### src/rtl/imem_loader_pkg.sv
// Shared types and constants for the instruction-memory loader.
// IMEM_LOADER_CKSUM_EN adds the trailing checksum state.
package imem_loader_pkg;

  localparam int INSTR_W = 18;
  localparam int HDR_LEN = 2;

  typedef enum logic [3:0] {
    IDLE,
    HDR0,
    HDR1,
    B0,
    B1,
    B2,
`ifdef IMEM_LOADER_CKSUM_EN
    CKSUM,
`endif
    DONE,
    ERR
  } state_e;

  // State entered once the word stream (possibly empty) has been consumed.
`ifdef IMEM_LOADER_CKSUM_EN
  localparam state_e AFTER_WORDS = CKSUM;
`else
  localparam state_e AFTER_WORDS = DONE;
`endif

endpackage

### src/rtl/imem_loader.sv
// Byte-serial program loader: header (word count), 3 bytes per 18-bit word,
// optional XOR checksum when IMEM_LOADER_CKSUM_EN is defined.
module imem_loader
  import imem_loader_pkg::*;
#(
  parameter int ADDR_W = 12,
  parameter int DEPTH  = 4096
) (
  input  logic               clk,
  input  logic               reset,
  input  logic               load_req,
  input  logic               rx_valid,
  input  logic [7:0]         rx_data,
  output logic               rx_ready,
  output logic               imem_we,
  output logic [ADDR_W-1:0]  imem_addr,
  output logic [INSTR_W-1:0] imem_wdata,
  output logic               cpu_hold,
  output logic               done,
  output logic               err
);

  state_e               state_q, state_d;
  logic [7:0]           n_lo_q, n_lo_d;
  logic [15:0]          rem_q, rem_d;
  logic [ADDR_W-1:0]    idx_q, idx_d;
  logic [15:0]          word_q, word_d;
  logic                 we_q, we_d;
  logic [ADDR_W-1:0]    addr_q, addr_d;
  logic [INSTR_W-1:0]   wdata_q, wdata_d;
`ifdef IMEM_LOADER_CKSUM_EN
  logic [7:0]           xor_q, xor_d;
`endif

  logic        accept;
  logic        can_start;
  logic [15:0] hdr_n;

  assign accept    = rx_valid & rx_ready;
  assign can_start = (state_q == IDLE) || (state_q == DONE) || (state_q == ERR);
  assign hdr_n     = {rx_data, n_lo_q};

  // NOTE: every variable gets its hold/default value before the case so no
  // path leaves it unassigned, which would otherwise infer a latch.
  always_comb begin
    state_d = state_q;
    n_lo_d  = n_lo_q;
    rem_d   = rem_q;
    idx_d   = idx_q;
    word_d  = word_q;
    we_d    = 1'b0;
    addr_d  = addr_q;
    wdata_d = wdata_q;
`ifdef IMEM_LOADER_CKSUM_EN
    xor_d   = xor_q;
`endif

    if (load_req && can_start) begin
      state_d = HDR0;
      idx_d   = '0;
`ifdef IMEM_LOADER_CKSUM_EN
      xor_d   = '0;
`endif
    end else if (accept) begin
`ifdef IMEM_LOADER_CKSUM_EN
      if (state_q != CKSUM) xor_d = xor_q ^ rx_data;
`endif
      unique case (state_q)
        HDR0: begin
          n_lo_d  = rx_data;
          state_d = HDR1;
        end
        HDR1: begin
          rem_d = hdr_n;
          if (int'(hdr_n) > DEPTH) state_d = ERR;
          else if (hdr_n == 16'd0) state_d = AFTER_WORDS;
          else                     state_d = B0;
        end
        B0: begin
          word_d[7:0] = rx_data;
          state_d     = B1;
        end
        B1: begin
          word_d[15:8] = rx_data;
          state_d      = B2;
        end
        B2: begin
          // Only the two low bits of the third byte belong to the word.
          we_d    = 1'b1;
          addr_d  = idx_q;
          wdata_d = {rx_data[1:0], word_q};
          idx_d   = idx_q + ADDR_W'(1);
          rem_d   = rem_q - 16'd1;
          state_d = (rem_q == 16'd1) ? AFTER_WORDS : B0;
        end
`ifdef IMEM_LOADER_CKSUM_EN
        CKSUM: state_d = (rx_data == xor_q) ? DONE : ERR;
`endif
        default: state_d = state_q;
      endcase
    end
  end

  // NOTE: sequential state uses non-blocking assignments so every register
  // samples the pre-edge values; the block holds no memory array, so each
  // register can be cleared by the asynchronous reset.
  always_ff @(posedge clk or posedge reset) begin
    if (reset) begin
      state_q <= IDLE;
      n_lo_q  <= '0;
      rem_q   <= '0;
      idx_q   <= '0;
      word_q  <= '0;
      we_q    <= 1'b0;
      addr_q  <= '0;
      wdata_q <= '0;
`ifdef IMEM_LOADER_CKSUM_EN
      xor_q   <= '0;
`endif
    end else begin
      state_q <= state_d;
      n_lo_q  <= n_lo_d;
      rem_q   <= rem_d;
      idx_q   <= idx_d;
      word_q  <= word_d;
      we_q    <= we_d;
      addr_q  <= addr_d;
      wdata_q <= wdata_d;
`ifdef IMEM_LOADER_CKSUM_EN
      xor_q   <= xor_d;
`endif
    end
  end

`ifdef IMEM_LOADER_CKSUM_EN
  assign rx_ready = state_q inside {HDR0, HDR1, B0, B1, B2, CKSUM};
`else
  assign rx_ready = state_q inside {HDR0, HDR1, B0, B1, B2};
`endif
  assign cpu_hold   = !(state_q inside {IDLE, DONE});
  assign done       = (state_q == DONE);
  assign err        = (state_q == ERR);
  assign imem_we    = we_q;
  assign imem_addr  = addr_q;
  assign imem_wdata = wdata_q;

endmodule
### config.mk
export PLATFORM = sky130hd
export DESIGN_NAME = imem_loader
export DESIGN_NICKNAME = d
export VERILOG_FILES = /design/src/rtl/imem_loader_pkg.sv /design/src/rtl/imem_loader.sv
export SDC_FILE = /design/constraint.sdc
export NUM_CORES = 1
export LEC_CHECK = 0
export BUFFER_PORTS_ARGS = -buffer_cell sky130_fd_sc_hd__buf_2
export CORE_MARGIN = 4
export CORE_UTILIZATION = 35
export CTS_CLUSTER_DIAMETER = 60
export DETAILED_ROUTE_END_ITERATION = 10
export PLACE_DENSITY = 0.55
export SYNTH_ARGS = -nofsm -noshare
export SYNTH_HDL_FRONTEND = slang
export SYNTH_SLANG_ARGS = --single-unit
### constraint.sdc
create_clock -name clk -period 3.55 [get_ports clk]
set_input_delay 0.1775 -clock clk [delete_from_list [all_inputs] [get_ports clk]]
set_output_delay 0.1775 -clock clk [all_outputs]
set_load 0.05 [all_outputs]
==> flow_summary.toml, run 1 <==
[status]
status = "finished clean"

[power]
pwr-share-clk = 0.253
p_comb_frac = 0.325
p_int_mw = 2.316
power.share.switching = 0.3914
power_density_nw_per_um2 = 791.8
p_leak_nw = 2.282
total_power_mw = 3.805
power.switching_mw = 1.489
ir_drop_mv = 0.2541
pwr-share-seq = 0.422

[logic_synthesis]
syn_avg_cell_area_um2 = 9.875
synth-xor-area-share = 0.01905
synth_nets = 436
yosys_warnings = 0
synth_top_family_by_area = "simple AND/OR/NAND/NOR gates"
ys_ff_latch = 86
ys_seq_area_frac = 0.5201
synth_mux_area_frac = 0.06774
ys.flop_type = "dfrtp_1"
yosys.area.top_type = "dfrtp_1"
syn_inst = 419
async_flop_share = 1.000
ys_top_cells_by_area = "dfrtp_1 52%, nand2_1 9.3%, mux2_2 6.5%, o21ai_0 2.3%, nor2_1 1.9%"
post-synth-top-count-cell = "nand2_1"
synthSimpleGateAreaFrac = 0.2331
synth-compound-area-share = 0.1101
synth_edf_count = 0
netlist_area_um2 = 4138
synthAdderAreaFrac = 0.01512
synth_top_area_share = 0.5201
synth_common_cells = "103 x nand2_1, 86 x dfrtp_1, 24 x mux2_2, 21 x nor2_1, 19 x o21ai_0"
ys_types = 60

[grt]
grt_max_degree = 48
grt_pass1_vias = 3033
grt_pass1_wl_um = 15370
antenna_found_initial = 0
grt-ovfl-total = 0
track_usage = 0.1424

[sta]
relSlewSlack = 0.4686
drv_slew = 0
fin_crit_ns = 2.337
final.setup.tns_ns = 0
whs_ns = 0.1474
hold_violations = 0
max_freq_ghz = 0.4280
setup_slack_ns = 1.213
finalCritPeriodShare = 0.6582
worst_pin_slew_ns = 0.7961
fin_worst_skew_ns = 0.008977
setup_viol = 0
rsz0062_at_grt = "false"

[critical_path]
start_kind = "register"
criticalPathCategory = "register to register"
timing.rr.start = "state_q[2]"
slowest_delay_ns = 0.65
reg2reg_depth = 5
cp_num_buf_inv = 1
path_cells = "and3b_1 -> buf_4 -> o21a_1 -> nor2_1 -> a311o_1"
crit_slowest_cell = "dfrtp_1"
r2r_end = "rem_q[0]"
cp-end-kind = "register"
r2r_setup_slack_ns = 1.21
path_delay_family = "compound AO/OA/AOI/OAI gates"
crit_arrival_ns = 2.55
cp_max_fo = 14
path_depth = 5
cp.required_ns = 3.77

[route]
postRouteAntennaNets = 0
via_count = 3197
top_layer = "met4"
wl_met2_um = 4407
drt-total-wl_um = 9342
first_pass_iters = 4
drt_iter0_markers = 251
drc = 0
viasPerCell = 5.250
dr_wl_met3_um = 325
wl_met1_um = 4549
wl_per_cell_um = 15.34

[floorplanning]
rows = 39
die_area_um2 = 13630
initial_core_util = 0.3593
ios = 47
die_w_um = 116.7
die_height_um = 116.7
core_um2 = 11520

[cts]
cts_buffers = 9
cts_tree = "built"
clockRootBuffer = "clkbuf_16"
cts.repair_timing.setup_buffer_count = 0
cts_num_sinks = 86
ctsLongestPathBuffers = 2
clk_latency_ns = 0.33
htree_levels = 3
clk_pin_slew_ns = 0.07

[final_layout]
area_delta_synth_final_pct = 16.15
utilization = 0.4173
nets = 478
antenna_cells = 0
drive_gt1_frac = 0.2275

[placed_design]
gp_congestion = 0.7954
dpl.hpwl_um = 6513
port-buffer-count = 46
pre_cts_slack_ns = 1.226

[min_path]
hold_class = "input pin to register"
min_path_cells = 3
whs_endpoint = "imem_wdata[17]"
hp-start = "rx_data[1]"

[run]
maxCapViolCount = 0
## cell usage in the layout (no fill, tap or decap), types with 4 or more instances in the layout
master,count
and3_1,5
o21ai_0,19
xor2_1,6
nand3_1,9
mux2_2,24
nor2_1,21
nor3_1,11
ha_1,5
o22ai_1,5
dfrtp_1,86
nand2_1,103
buf_2,46
inv_1,7
a22oi_1,4
buf_4,6
clkbuf_16,9
nor4_1,10
nand4_1,10
a21oi_1,12
## state kept, by name, indices dropped and copies added, names as in the netlist
register / cells
idx_q: 12
imem_addr: 12
imem_wdata: 18
imem_we: 1
n_lo_q: 8
rem_q: 16
state_q: 3
word_q: 16
## logic make-up (layout without fill, tap and decap cells)
group                      Yosys count  in the layout
AOI/OAI and AO/OA                   67             67
xor gates and xnor gates             9              9
adders and majority gates            5              5
buffers and inverters               33             80
DFF                                 86             86
muxes                               25             25
and+or+nand+nor                    194            194
## layout make-up
class,instances,area (um^2)
sequential,86,2152
inverter,11,42.54
timing repair buffer,53,285.3
fill,1136,6710
tap,143,178.9
clock inverter,7,80.08
multi-input combinational,300,1842
clock buffer,9,225.2
## stage by stage
stage | std cells | instance area [um^2]
after floorplan | 419 | 4138
after global placement | 592 | 4491
after detailed placement | 592 | 4491
after CTS | 609 | 4806
after global routing | 609 | 4806
final | 609 | 4806
## layer usage
layer	track usage	up-vias
li1	-	1574
met1	0.1976	1561
met2	0.2275	56
met3	0.02850	6
met4	0.03899	0
met5	0	-
## power by group through the flow
| stage | registers [mW] | logic [mW] | clock network [mW] |
|---|---|---|---|
| finish | 1.60 | 1.24 | 0.964 |
| global route | 1.66 | 1.36 | 1.03 |
| CTS | 1.60 | 1.25 | 0.987 |
| detailed placement | 1.62 | 1.24 | 0 |
| global placement | 1.61 | 1.23 | 0 |
| floorplan | 1.75 | 0.803 | 0 |
## timing repair
item | CTS | global route
hold buffers | 1 | 0
gates resized for setup | 0 | 0
endpoints found under the hold margin | 8 | 0
## worst max-delay path by stage
stage	start	endpoint	slack [ns]
finish	state_q[2]	rem_q[0]	1.21
global route	state_q[1]	idx_q[4]	1.0
CTS	state_q[1]	idx_q[4]	1.21
detailed placement	state_q[1]	idx_q[4]	1.23
global placement	state_q[0]	rem_q[0]	1.30
floorplan	reset	idx_q[0]	1.15
## worst min-delay path, cell delays in order
cell     delay (ns)
buf_2          0.16
nand2_1        0.07
nand2_1        0.04
Power figures use the tool's default switching activity.
==> run 2: changes to the inputs <==
Settings changed: PLACE_DENSITY 0.55 to 0.57.
Clock period 3.55 ns to 1.9 ns, I/O delays scaled along.
==> flow_summary.toml, run 2 (synthesis gave the netlist of run 1 again) <==
[status]
status = "finished clean"

[sta]
whs_ns = 0.04440
drv_slew = 0
fin_crit_ns = 1.851
rsz0062_at_grt = "true"
max_freq_ghz = 0.5403
finalCritPeriodShare = 0.9741
relSlewSlack = 0.6621
fin_worst_skew_ns = 0.007243
setup_viol = 0
worst_pin_slew_ns = 0.5030
hold_violations = 0

[route]
drt-total-wl_um = 9635
drt_iter0_markers = 252
viasPerCell = 5.265
drc = 0
first_pass_iters = 4
postRouteAntennaNets = 0
wl_per_cell_um = 15.20
via_count = 3338

[floorplanning]
initial_core_util = 0.3593
ios = 47
die_height_um = 116.7
die_area_um2 = 13630
die_w_um = 116.7
core_um2 = 11520
rows = 39

[power]
power.share.switching = 0.3858
p_comb_frac = 0.368
p_int_mw = 4.581
power.switching_mw = 2.877
pwr-share-clk = 0.242
power_density_nw_per_um2 = 1476
ir_drop_mv = 0.3921
pwr-share-seq = 0.390
p_leak_nw = 2.415
total_power_mw = 7.459

[final_layout]
utilization = 0.4389
drive_gt1_frac = 0.2831
largest_reg_flops = 18
finalInstanceArea_um2 = 5055
nets = 503
final-instance-count-excl-fill = 634
area_delta_synth_final_pct = 22.17
multiInputGateArea_um2 = 1874
layout_common_cells = "103 x nand2_1, 85 x dfrtp_1, 46 x buf_2, 29 x buf_4, 24 x mux2_2"
regArea_um2 = 2153
fillers = 1100
antenna_cells = 0
layout_commonest_cell = "nand2_1"

[placed_design]
dp.cells = 617
port-buffer-count = 46
placed_area_um2 = 4706
gp_congestion = 0.8140
dpl.hpwl_um = 6564

[critical_path]
timing.rr.start = "rem_q[1]"
reg2reg_depth = 6
cp-end-kind = "register"
start_kind = "register"
r2r_end = "rem_q[12]"
criticalPathCategory = "register to register"
crit_arrival_ns = 2.06
cp.required_ns = 2.11
r2r_setup_slack_ns = 0.05
cp_max_fo = 5

[cts]
cts_num_sinks = 86
cts_buffers = 9
ctsLongestPathBuffers = 2
clockRootBuffer = "clkbuf_16"
htree_levels = 3
clk_pin_slew_ns = 0.07
clk_latency_ns = 0.34
cts_tree = "built"

[min_path]
min_path_cells = 3
whs_endpoint = "imem_wdata[17]"
hold_class = "input pin to register"
hp-start = "rx_data[1]"

[grt]
grt-ovfl-total = 0
grt_pass1_wl_um = 15750
grt_pass1_vias = 3179
grt_max_degree = 87
antenna_found_initial = 1
track_usage = 0.1476

[run]
maxCapViolCount = 0
[run 2: cell count changes in the layout (fill, tap and decap cells not counted), sizes merged]
cell,previous run,this run
clkinvlp,1,2
clkinv,3,2
buf,52,77
[run 2: final cells by class]
| class | instances | area share |
|---|---|---|
| clock inverters | 7 | 0.01584 |
| flip-flops and latches | 86 | 0.4260 |
| well taps | 143 | 0.03540 |
| inverters | 11 | 0.008911 |
| multi-input cells | 300 | 0.3708 |
| clock buffers | 9 | 0.04455 |
| repair buffers | 78 | 0.09851 |
[run 2: worst max-delay path by stage]
stage	cells past startpoint	from	endpoint	slack, ns
after CTS	6	rem_q[0]	rem_q[12]	0.01
final	6	rem_q[1]	rem_q[12]	0.05
after detailed placement	6	rem_q[0]	rem_q[12]	-0.03
after global routing	6	rem_q[1]	rem_q[12]	-0.04
after floorplan	3	state_q[0]	err	0.008
after global placement	6	rem_q[0]	rem_q[12]	0.02
[run 2: power by group through the flow]
stage	registers, mW	clock network (mW)	logic, mW
2_1_floorplan	3.27	0	1.51
4_1_cts	2.90	1.85	2.72
3_5_place_dp	2.92	0	2.68
6_report	2.91	1.81	2.74
5_1_grt	2.99	1.94	2.98
3_3_place_gp	2.90	0	2.64
[run 2: critical path: stages, from the launching register on]
cell and delay (ns):
dfrtp_1 0.39, inv_2 0.08, ha_4 0.15, or4b_4 0.46, or3_4 0.35, o311ai_2 0.21
nand3_1 0.09
[run 2: layer usage]
metal | vias up | GRT usage | routed length [um]
li1 | 1622 | - | -
met1 | 1636 | 0.1926 | 4608
met2 | 65 | 0.2393 | 4492
met3 | 13 | 0.03990 | 392
met4 | 2 | 0.04664 | 134
met5 | - | 0 | 7
[run 2: repair_timing]
action	in CTS	in global routing
pin swaps	1	1
cloned	0	0
endpoints found under the setup margin	1	8
setup buffers	0	0
hold endpoints to repair	86	0
resized for setup	4	5
hold buffers	1	0
[run 2: metrics by stage]
stage,worst slack [ns],TNS (ns)
floorplan,0.007571,0
global placement,0.01577,0
detailed placement,-0.03209,-0.03209
CTS,0.01009,0
global route,-0.04269,-0.04821
finish,0.04921,0
==> run 3: changes to the inputs <==
Settings changed: GPL_TIMING_DRIVEN from default to 0, SLEW_MARGIN from default to 10.
==> flow_summary.toml, run 3 (synthesis gave the netlist of run 1 again) <==
[sta]
worst_pin_slew_ns = 0.7442
hold_violations = 0
rsz0062_at_grt = "true"
drv_slew = 0
fin_crit_ns = 1.958
finalCritPeriodShare = 1.030
relSlewSlack = 0.5028
setup_viol = 2
max_freq_ghz = 0.5108
fin_worst_skew_ns = 0.006339
setup_slack_ns = -0.05788
whs_ns = 0.05143

[status]
violations = "negative setup slack"
status = "finished, violations left"

[final_layout]
drive_gt1_frac = 0.2880
fillers = 1134
largest_reg_flops = 18
layout_common_cells = "103 x nand2_1, 85 x dfrtp_1, 50 x buf_2, 24 x mux2_2, 20 x nor2_1"
area_delta_synth_final_pct = 22.98
antenna_cells = 0
utilization = 0.4419
finalInstanceArea_um2 = 5089
final-instance-count-excl-fill = 636
nets = 505
layout_commonest_cell = "nand2_1"

[grt]
antenna_found_initial = 0
grt_max_degree = 35
track_usage = 0.1536
grt-ovfl-total = 0
grt_pass1_wl_um = 16490
grt_pass1_vias = 3257

[route]
drc = 0
drt-total-wl_um = 9946
via_count = 3364
wl_per_cell_um = 15.64
drt_iter0_markers = 273
viasPerCell = 5.289
first_pass_iters = 4
postRouteAntennaNets = 0

[critical_path]
cp.required_ns = 2.11
cp-end-kind = "register"
cp-endpoint = "rem_q[9]"
crit_arrival_ns = 2.17
cp_max_fo = 5
r2r_setup_slack_ns = -0.06
criticalPathCategory = "register to register"
timing.rr.start = "rem_q[0]"
cp-startpoint = "rem_q[0]"
start_kind = "register"
r2r_end = "rem_q[9]"
reg2reg_depth = 6

[cts]
clockRootBuffer = "clkbuf_16"
cts_buffers = 9
cts_num_sinks = 86
ctsLongestPathBuffers = 2
clk_latency_ns = 0.33
htree_levels = 3
clk_pin_slew_ns = 0.07
cts_tree = "built"

[placed_design]
port-buffer-count = 45
dp.cells = 609
placed_area_um2 = 4596
dpl.hpwl_um = 6959
gp_congestion = 0.8515

[power]
ir_drop_mv = 0.4092
power.switching_mw = 2.922
p_int_mw = 4.592
power_density_nw_per_um2 = 1477
pwr-share-clk = 0.238
p_leak_nw = 2.418
pwr-share-seq = 0.387
p_comb_frac = 0.375
power.share.switching = 0.3889

[floorplanning]
initial_core_util = 0.3593
die_height_um = 116.7
die_area_um2 = 13630
rows = 39
die_w_um = 116.7
ios = 47
core_um2 = 11520

[run]
maxCapViolCount = 0

[min_path]
hold_class = "input pin to register"
-- run 3: metal layers --
metal  wire [um]  track usage  share of wire  vias to the layer above
met4         136      0.04817          0.014                        0
met5           0            0              0                        -
li1            -            -              -                     1625
met3         534      0.03109          0.054                       14
met2        4634       0.2381           0.47                       89
met1        4640       0.2167           0.47                     1636
-- run 3: final cells by class --
type | instances | area (um^2) | area share
Clock inverter | 7 | 77.57 | 0.01524
Sequential cell | 86 | 2153 | 0.4232
Clock buffer | 9 | 225.2 | 0.04426
Buffer | 20 | 115.1 | 0.02262
Timing Repair Buffer | 60 | 372.9 | 0.07327
Multi-Input combinational cell | 300 | 1918 | 0.3769
Tap cell | 143 | 178.9 | 0.03516
Inverter | 11 | 47.55 | 0.009343
-- run 3: worst min-delay path by stage --
stage	cells past startpoint	to	from
floorplan	2	imem_wdata[16]	rx_data[0]
global placement	3	imem_wdata[17]	rx_data[1]
detailed placement	2	imem_addr[0]	reset
CTS	3	imem_wdata[17]	rx_data[1]
global route	3	imem_wdata[16]	rx_data[0]
finish	3	imem_wdata[16]	rx_data[0]
-- run 3: stage by stage --
| step | TNS, ns | total power, mW | setup WS [ns] |
|---|---|---|---|
| 4_1_cts | -0.02997 | 7.426 | -0.02997 |
| 2_1_floorplan | 0 | 4.780 | 0.007571 |
| 5_1_grt | -0.1603 | 7.985 | -0.08154 |
| 6_report | -0.08064 | 7.514 | -0.05788 |
| 3_3_place_gp | -0.6445 | 5.373 | -0.1943 |
| 3_5_place_dp | -0.7769 | 5.426 | -0.1691 |
-- run 3: timing repair --
action | in CTS | in global routing
hold buffers | 1 | 0
pin swaps | 1 | 4
setup endpoints to repair | 31 | 71
hold endpoints to repair | 33 | 0
setup buffers | 6 | 6
gates resized for setup | 13 | 24
-- run 3: critical path: stages, from the launching register on --
cell,delay (ns)
dfrtp_1,0.39
buf_4,0.14
buf_4,0.14
or4_1,0.48
nor3_1,0.29
a31oi_1,0.15
o22a_1,0.24
-- run 3: power groups by stage --
stage | clock [mW] | combinational (mW) | sequential [mW]
global route | 1.92 | 3.07 | 2.99
finish | 1.79 | 2.82 | 2.91
detailed placement | 0 | 2.50 | 2.93
CTS | 1.83 | 2.70 | 2.89
global placement | 0 | 2.46 | 2.92
floorplan | 0 | 1.51 | 3.27
